### src/rtl/ahb_bridge_pkg.sv
// Shared types for the AHB-to-APB bridge: FSM states, AHB transfer/response codes and
// helpers that classify a transfer and derive its APB byte strobes.
package ahb_bridge_pkg;

    typedef enum logic [2:0] {
        StIdle,
        StSetup,
        StAccess,
        StErr1,
        StErr2
    } bridge_state_e;

    typedef enum logic [1:0] {
        TransIdle   = 2'b00,
        TransBusy   = 2'b01,
        TransNonseq = 2'b10,
        TransSeq    = 2'b11
    } htrans_e;

    typedef enum logic [1:0] {
        RespOkay  = 2'b00,
        RespError = 2'b01
    } hresp_e;

    // Only byte, half-word and naturally aligned word transfers reach the APB side.
    function automatic logic xfer_legal(input logic [2:0] size, input logic [1:0] addr_lo);
        logic ok;
        case (size)
            3'd0:    ok = 1'b1;
            3'd1:    ok = ~addr_lo[0];
            3'd2:    ok = (addr_lo == 2'b00);
            default: ok = 1'b0;
        endcase
        return ok;
    endfunction

    function automatic logic [3:0] strb_calc(input logic write, input logic [2:0] size,
                                             input logic [1:0] addr_lo);
        logic [3:0] strb;
        strb = 4'h0;
        if (write) begin
            case (size)
                3'd0:    strb = 4'b0001 << addr_lo;
                3'd1:    strb = addr_lo[1] ? 4'b1100 : 4'b0011;
                default: strb = 4'b1111;
            endcase
        end
        return strb;
    endfunction

endpackage

### src/rtl/ahb2apb_wdog.sv
// ACCESS-phase watchdog: flags the cycle in which the stall count reaches TIMEOUT_CYCLES.
// Only instantiated when KVIPS_AHB2APB_TIMEOUT_EN is defined.
module ahb2apb_wdog #(
    parameter int unsigned TIMEOUT_CYCLES = 256
) (
    input  logic HCLK,
    input  logic HRESETn,
    input  logic count,
    output logic expired
);

    localparam int unsigned CNT_W = $clog2(TIMEOUT_CYCLES + 1);

    logic [CNT_W-1:0] cnt_q;

    // Any cycle without a stall restarts the count, so only consecutive stalls add up.
    always_ff @(posedge HCLK or negedge HRESETn) begin
        if (!HRESETn) begin
            cnt_q <= '0;
        end else if (count) begin
            cnt_q <= cnt_q + 1'b1;
        end else begin
            cnt_q <= '0;
        end
    end

    assign expired = count && (cnt_q == CNT_W'(TIMEOUT_CYCLES - 1));

endmodule

### src/rtl/ahb2apb_bridge.sv
// AHB-Lite slave to APB master bridge with two-cycle AHB error responses.
// Define KVIPS_AHB2APB_TIMEOUT_EN to compile in the ACCESS-phase watchdog.
module ahb2apb_bridge
    import ahb_bridge_pkg::*;
#(
    parameter int unsigned ADDR_W         = 32,
    parameter int unsigned DATA_W         = 32,
    parameter int unsigned PADDR_W        = 16,
    parameter int unsigned TIMEOUT_CYCLES = 256
) (
    input  logic                HCLK,
    input  logic                HRESETn,
    input  logic                HSEL,
    input  logic [ADDR_W-1:0]   HADDR,
    input  logic [1:0]          HTRANS,
    input  logic                HWRITE,
    input  logic [2:0]          HSIZE,
    input  logic [DATA_W-1:0]   HWDATA,
    input  logic                HREADY,
    output logic                HREADYOUT,
    output logic [1:0]          HRESP,
    output logic [DATA_W-1:0]   HRDATA,
    output logic                PSEL,
    output logic                PENABLE,
    output logic [PADDR_W-1:0]  PADDR,
    output logic                PWRITE,
    output logic [DATA_W-1:0]   PWDATA,
    output logic [DATA_W/8-1:0] PSTRB,
    input  logic [DATA_W-1:0]   PRDATA,
    input  logic                PREADY,
    input  logic                PSLVERR
);

    bridge_state_e state_q, state_d;

    logic [PADDR_W-1:0]  paddr_q;
    logic                pwrite_q;
    logic [DATA_W-1:0]   pwdata_q;
    logic [DATA_W/8-1:0] pstrb_q;

    logic   xfer_req;
    logic   legal;
    logic   load;
    logic   hready_out;
    hresp_e resp;
    logic   psel;
    logic   penable;
    logic   timeout;
    logic   unused_haddr;

    assign unused_haddr = ^HADDR[ADDR_W-1:PADDR_W];

    assign xfer_req = HSEL && HREADY && ((HTRANS == TransNonseq) || (HTRANS == TransSeq));
    assign legal    = xfer_legal(HSIZE, HADDR[1:0]);
    // The address phase only counts while this slave is itself ready.
    assign load     = hready_out && xfer_req && legal;

`ifdef KVIPS_AHB2APB_TIMEOUT_EN
    logic wdog_count;

    assign wdog_count = (state_q == StAccess) && !PREADY;

    ahb2apb_wdog #(
        .TIMEOUT_CYCLES(TIMEOUT_CYCLES)
    ) u_wdog (
        .HCLK    (HCLK),
        .HRESETn (HRESETn),
        .count   (wdog_count),
        .expired (timeout)
    );
`else
    localparam int unsigned unused_timeout_cycles = TIMEOUT_CYCLES;

    assign timeout = 1'b0;
`endif

    always_comb begin
        state_d    = state_q;
        hready_out = 1'b1;
        resp       = RespOkay;
        psel       = 1'b0;
        penable    = 1'b0;
        unique case (state_q)
            StIdle: begin
                if (xfer_req) begin
                    state_d = legal ? StSetup : StErr1;
                end
            end
            StSetup: begin
                hready_out = 1'b0;
                psel       = 1'b1;
                state_d    = StAccess;
            end
            StAccess: begin
                hready_out = 1'b0;
                psel       = 1'b1;
                penable    = 1'b1;
                if (PREADY && !PSLVERR) begin
                    hready_out = 1'b1;
                    if (xfer_req) begin
                        state_d = legal ? StSetup : StErr1;
                    end else begin
                        state_d = StIdle;
                    end
                end else if (PREADY || timeout) begin
                    state_d = StErr1;
                end
            end
            StErr1: begin
                hready_out = 1'b0;
                resp       = RespError;
                state_d    = StErr2;
            end
            StErr2: begin
                resp = RespError;
                if (xfer_req) begin
                    state_d = legal ? StSetup : StErr1;
                end else begin
                    state_d = StIdle;
                end
            end
            default: state_d = StIdle;
        endcase
    end

    always_ff @(posedge HCLK or negedge HRESETn) begin
        if (!HRESETn) begin
            state_q  <= StIdle;
            paddr_q  <= '0;
            pwrite_q <= 1'b0;
            pwdata_q <= '0;
            pstrb_q  <= '0;
        end else begin
            state_q <= state_d;
            if (load) begin
                paddr_q  <= HADDR[PADDR_W-1:0];
                pwrite_q <= HWRITE;
                pstrb_q  <= strb_calc(HWRITE, HSIZE, HADDR[1:0]);
            end
            if (state_q == StSetup) begin
                pwdata_q <= HWDATA;
            end
        end
    end

    assign HREADYOUT = hready_out;
    assign HRESP     = resp;
    assign HRDATA    = (state_q == StAccess && PREADY && !PSLVERR && !pwrite_q) ? PRDATA : '0;
    assign PSEL      = psel;
    assign PENABLE   = penable;
    assign PADDR     = paddr_q;
    assign PWRITE    = pwrite_q;
    // Write data arrives in the AHB data phase, which coincides with SETUP.
    assign PWDATA    = (state_q == StSetup) ? HWDATA : pwdata_q;
    assign PSTRB     = pstrb_q;

endmodule

### config.mk
export PLATFORM = sky130hd
export DESIGN_NAME = ahb2apb_bridge
export DESIGN_NICKNAME = d
export VERILOG_FILES = /design/src/rtl/ahb_bridge_pkg.sv /design/src/rtl/ahb2apb_wdog.sv /design/src/rtl/ahb2apb_bridge.sv
export SDC_FILE = /design/constraint.sdc
export NUM_CORES = 1
export LEC_CHECK = 0
export CORE_MARGIN = 2
export CORE_UTILIZATION = 31
export DETAILED_ROUTE_END_ITERATION = 7
export PLACE_DENSITY = 0.84
export RECOVER_POWER = 25
export SYNTH_ARGS = -nofsm -noshare
export SYNTH_HDL_FRONTEND = slang
export SYNTH_SLANG_ARGS = --single-unit
### constraint.sdc
create_clock -name HCLK -period 1.8 [get_ports HCLK]
set_clock_uncertainty 0.1 [all_clocks]
set_input_delay 0.36 -clock HCLK [delete_from_list [all_inputs] [get_ports HCLK]]
set_output_delay 0.36 -clock HCLK [all_outputs]
set_load 0.01 [all_outputs]
======== After elaboration in Yosys (flattened, before gate mapping) ========
Index checks and enable logic that the tools add are counted.
Widths: inputs -> output; s select.
storage, ports and cells
  register bits ........................... 56
  latch bits .............................. 0
  memory bits (writable) .................. 0
  memory bits (read-only) ................. 0
  input port bits ......................... 108
  output and inout bits ................... 90
  memories ................................ 0
operators by class
  $add $sub $neg .......................... 0
  multipliers ............................. 0
  div/mod/pow operators ................... 0
  order comparisons ....................... 0
  eq/ne operators ......................... 10
  shift-type cells ........................ 1
  muxes and demuxes ....................... 17
  bitwise logic cells ..................... 1
  reduce and logical (&&, ||, !) cells .... 18
operators with widths
  kind                 number
  $mux 32              2
  $pmux 3 s5           1
  $eq 3x2->1 const B   3
  $mux 3               3
  $logic_and 1x1->1    8
  $mux 4               2
  $pmux 4 s2           1
  $eq 3x1->1 const B   2
  $logic_not 3->1      2
  $reduce_or 2->1      3
  $eq 2x2->1 const B   2
  $mux 1               4
  $mux 2               2
  $shl 1x2->4 const A  1
  $eq 3x3->1 const B   1
  $ne 3x3->1 const B   1
  $pmux 1 s3           1
  $logic_not 1->1      2
  $logic_not 2->1      1
  $ne 2x2->1 const B   1
  $pmux 1 s2           1
  $reduce_and 2->1     1
  $logic_or 1x1->1     1
  $not 1->1            1

======== Logic depth before layout (Yosys ltp) ========
  depth in word-level cells ............... 6
  gate-level depth with buffers ........... 5
  mapped depth without buffers ............ 4

======== Worst setup path after synthesis ========
No wires, ideal clock.
  path kind ............................... flip-flop to output port
  start point ............................. reg state_q[0]
  end point ............................... out PWDATA[6]
  arrival ................................. 1,433 ps
  path slack .............................. -93 ps
  stages on the path, launching flop included .. 6
  path through ............................ dfrtp_1 nor2b_2 nor2b_1 clkbuf_2 buf_6 mux2_1
between the ends
  longest elaborated chain between the ends .. 2
RTL lines
  item                      line                   source
  start: declaration        ahb2apb_bridge.sv:34   bridge_state_e state_q, state_d;
  start signal: assignment  ahb2apb_bridge.sv:128  state_q <= StIdle;
  start signal: assignment  ahb2apb_bridge.sv:134  state_q <= state_d;
  $eq 3x1->1                ahb2apb_bridge.sv:154  assign PWDATA = (state_q == StSetup) ? HWDATA : pwdata_q;
  $mux 32                   --
  end: declaration          ahb2apb_bridge.sv:27   output logic [DATA_W-1:0] PWDATA,
No other way between the ends.

======== Final worst setup path ========
  start point ............................. reg state_q[2]
  end point ............................... out PWDATA[8]
The elaborated chain is that of the path after synthesis.

==> out/qor.yml <==
cts_root_buf: "clkbuf_8"
ant_nets: 0
synth_nets: 300
cts_tree: "done"
die_h_um: 95.9
comb_power_share: 0.600
hpwl_um: 5980
timing.hold.ws_ns: 0.376
nNetsFinal: 534
grt_pass1_vias: 2647
drcViolationCount: 0
slew_headroom: 0.495
area_delta_synth_final_pct: 101
syn-cell-area_mm2: 0.00262
cts_made_buffers: 5
failed_checks: "negative setup slack"
cp_max_fo: 7
clkLatencyLatePin_ns: 0.30
diodes: 0
ys_seq_elements: 56
grt_remaining_overflow: 0
final_cell_mix: "clkdlybuf4s50_1, buf_6, dfrtp_1"
p_per_area_mw_per_mm2: 1460
final_layout_size_suffix_gt1_frac: 0.474
status: "finished, violations left"
clkSlewWorstSetupHoldPaths_ns: 0.10
drv_slew: 0
drtPass1Iterations: 4
ys_types: 35
avgSynthCellArea_um2: 13.6
crit_required_ns: 1.34
rsz0062_at_grt: "true"
irDropWorstVdd_mv: 0.772
wirelength_um: 9180
grt_max_degree: 57
nFillCells: 616
crit_type: "reg -> out"
fp.coreArea_mm2: 0.00822
end_kind: "output port"
synth_seq_area_share: 0.536
internal-power_mw: 5.42
start_util: 0.318
tightest_slew_ns: 0.758
antenna_found_initial: 0
num_rows: 33
hold_violations: 0
drtIter0Drc: 41
arrival_ns: 1.83
avgViaCountPerCell: 4.50
setup_slack_ns: -0.490
track_usage: 0.198
fin_util: 0.641
startpoint_type: "flop"
wl_per_cell_um: 17.3
cts_buffer_depth: 2
p_clk_frac: 0.121
seqPwrFrac: 0.279
dp.cells: 486
instances_no_fill: 531
cap_violations: 0
die_area_mm2: 0.00919
dr_total_vias: 2391
post-route-min-period_ns: 2.29
ios: 198
final_common_cell: "clkdlybuf4s50_1"
setup_viol: 90
period_share: 1.27
gp_congestion: 0.847
yosys_warnings: 0
max_freq_mhz: 437
dieWidth_um: 95.9
io_buffers: 179
hp-class: "in -> reg"
synth_cells: 192
p_leak_nw: 2.51
p_sw_mw: 2.30
htreeDepth: 2
swShare: 0.298
clock_sink_count: 56
grt_first_pass_wirelength_um: 14000
==> cell usage after synthesis <==
cell,count,area (um^2)
inv_1,4,15.0
buf_4,1,7.51
o21ai_0,3,15.0
nor2b_2,1,8.76
a211o_1,1,8.76
a21oi_1,2,10.0
nor4b_4,1,23.8
buf_6,5,56.3
buf_2,1,5.00
clkbuf_2,1,5.00
inv_2,1,3.75
nand3b_1,1,7.51
o311ai_0,1,8.76
o21ai_1,1,5.00
a21boi_0,2,15.0
nor2_1,4,15.0
conb_1,1,3.75
a31oi_4,1,21.3
nand2_1,5,18.8
nor2b_1,1,6.26
mux2_4,19,285
and2_1,33,206
or2b_1,1,7.51
mux2_1,1,11.3
a221o_1,1,10.0
a221oi_1,1,8.76
nor3_1,2,10.0
nand2b_4,1,13.8
mux2i_1,1,10.0
clkbuf_1,3,11.3
dfrtp_1,56,1400
or2_2,1,6.26
nand3_1,1,5.00
mux2_2,32,360
o31a_1,1,8.76
==> critical path, stage by stage, from the launching register on <==
cell	delay, ns
dfrtp_1	0.41
buf_6	0.13
nor2b_4	0.10
nor2b_4	0.18
buf_12	0.14
buf_12	0.14
mux2_4	0.32
buf_6	0.12
==> flip-flops by register name, indices dropped and copies added, names as in the netlist <==
register,cells
state_q,3
PWRITE,1
PSTRB,4
pwdata_q,32
PADDR,16
==> worst paths after layout <==
path | start | endpoint | slack, ns | cells after the start
max | state_q[2] | PWDATA[8] | -0.49 | 7
min | PSLVERR | state_q[0] | 0.38 | 3
max reg2reg | state_q[2] | PADDR[4] | -0.19 | 9
min reg2reg | pwdata_q[21] | pwdata_q[21] | 0.41 | 1
max in group asynchronous | HRESETn | state_q[2] | 0.43 | 3
min in group asynchronous | HRESETn | pwdata_q[5] | 0.68 | 3
==> stage by stage <==
step,area [um^2],setup TNS (ns),power [mW],setup slack [ns]
floorplan,2620,-1.24,3.69,-0.0305
finish,5270,-31.20,7.72,-0.490
CTS,5360,-33.60,7.77,-0.578
global placement,4660,-46.58,5.68,-0.598
detailed placement,4660,-49.64,5.77,-0.685
global route,5270,-40.12,8.16,-0.600
==> kinds of logic after synthesis <==
family                 after synthesis  share of synthesized area
AO/OA/AOI/OAI                       14                     0.0426
buffers and inverters               16                     0.0397
flip-flops                          56                      0.536
multiplexers                        53                      0.255
other                                1                    0.00143
AND/OR/NAND/NOR                     52                      0.126
==> repair_timing <==
action                                  4_1_cts  5_1_grt
hold endpoints to repair                     56        0
hold buffers                                  1        0
pin swaps                                     4        0
gates cloned                                  9        0
endpoints found under the setup margin       90       96
resized for setup                           383        8
buffers inserted                             33        5
==> final cells by class <==
type                            count  area, um^2  share of cell area
Inverter                            5        18.8             0.00356
Sequential cell                    56        1400               0.266
Multi-Input combinational cell    120        1280               0.243
Clock buffer                        5        68.8              0.0131
Timing Repair Buffer              238        2310               0.438
Tap cell                          105         131              0.0249
Clock inverter                      2        60.1              0.0114
==> layer usage <==
metal / part of all wire / up-vias / global-route usage
met2: 0.55 / 88 / 0.365
met3: 0.064 / 6 / 0.0532
met1: 0.38 / 1186 / 0.236
met5: 0 / - / 0
met4: 0.0073 / 0 / 0.0238
li1: - / 1111 / -
==> power by group through the flow <==
stage / Combinational, mW / Clock [mW] / Sequential, mW
global placement: 3.57 / 0 / 2.10
detailed placement: 3.65 / 0 / 2.13
global route: 4.92 / 1.02 / 2.21
CTS: 4.68 / 0.964 / 2.13
floorplan: 1.51 / 0 / 2.18
finish: 4.63 / 0.937 / 2.15
No activity file was read; power rests on OpenSTA's default activity.
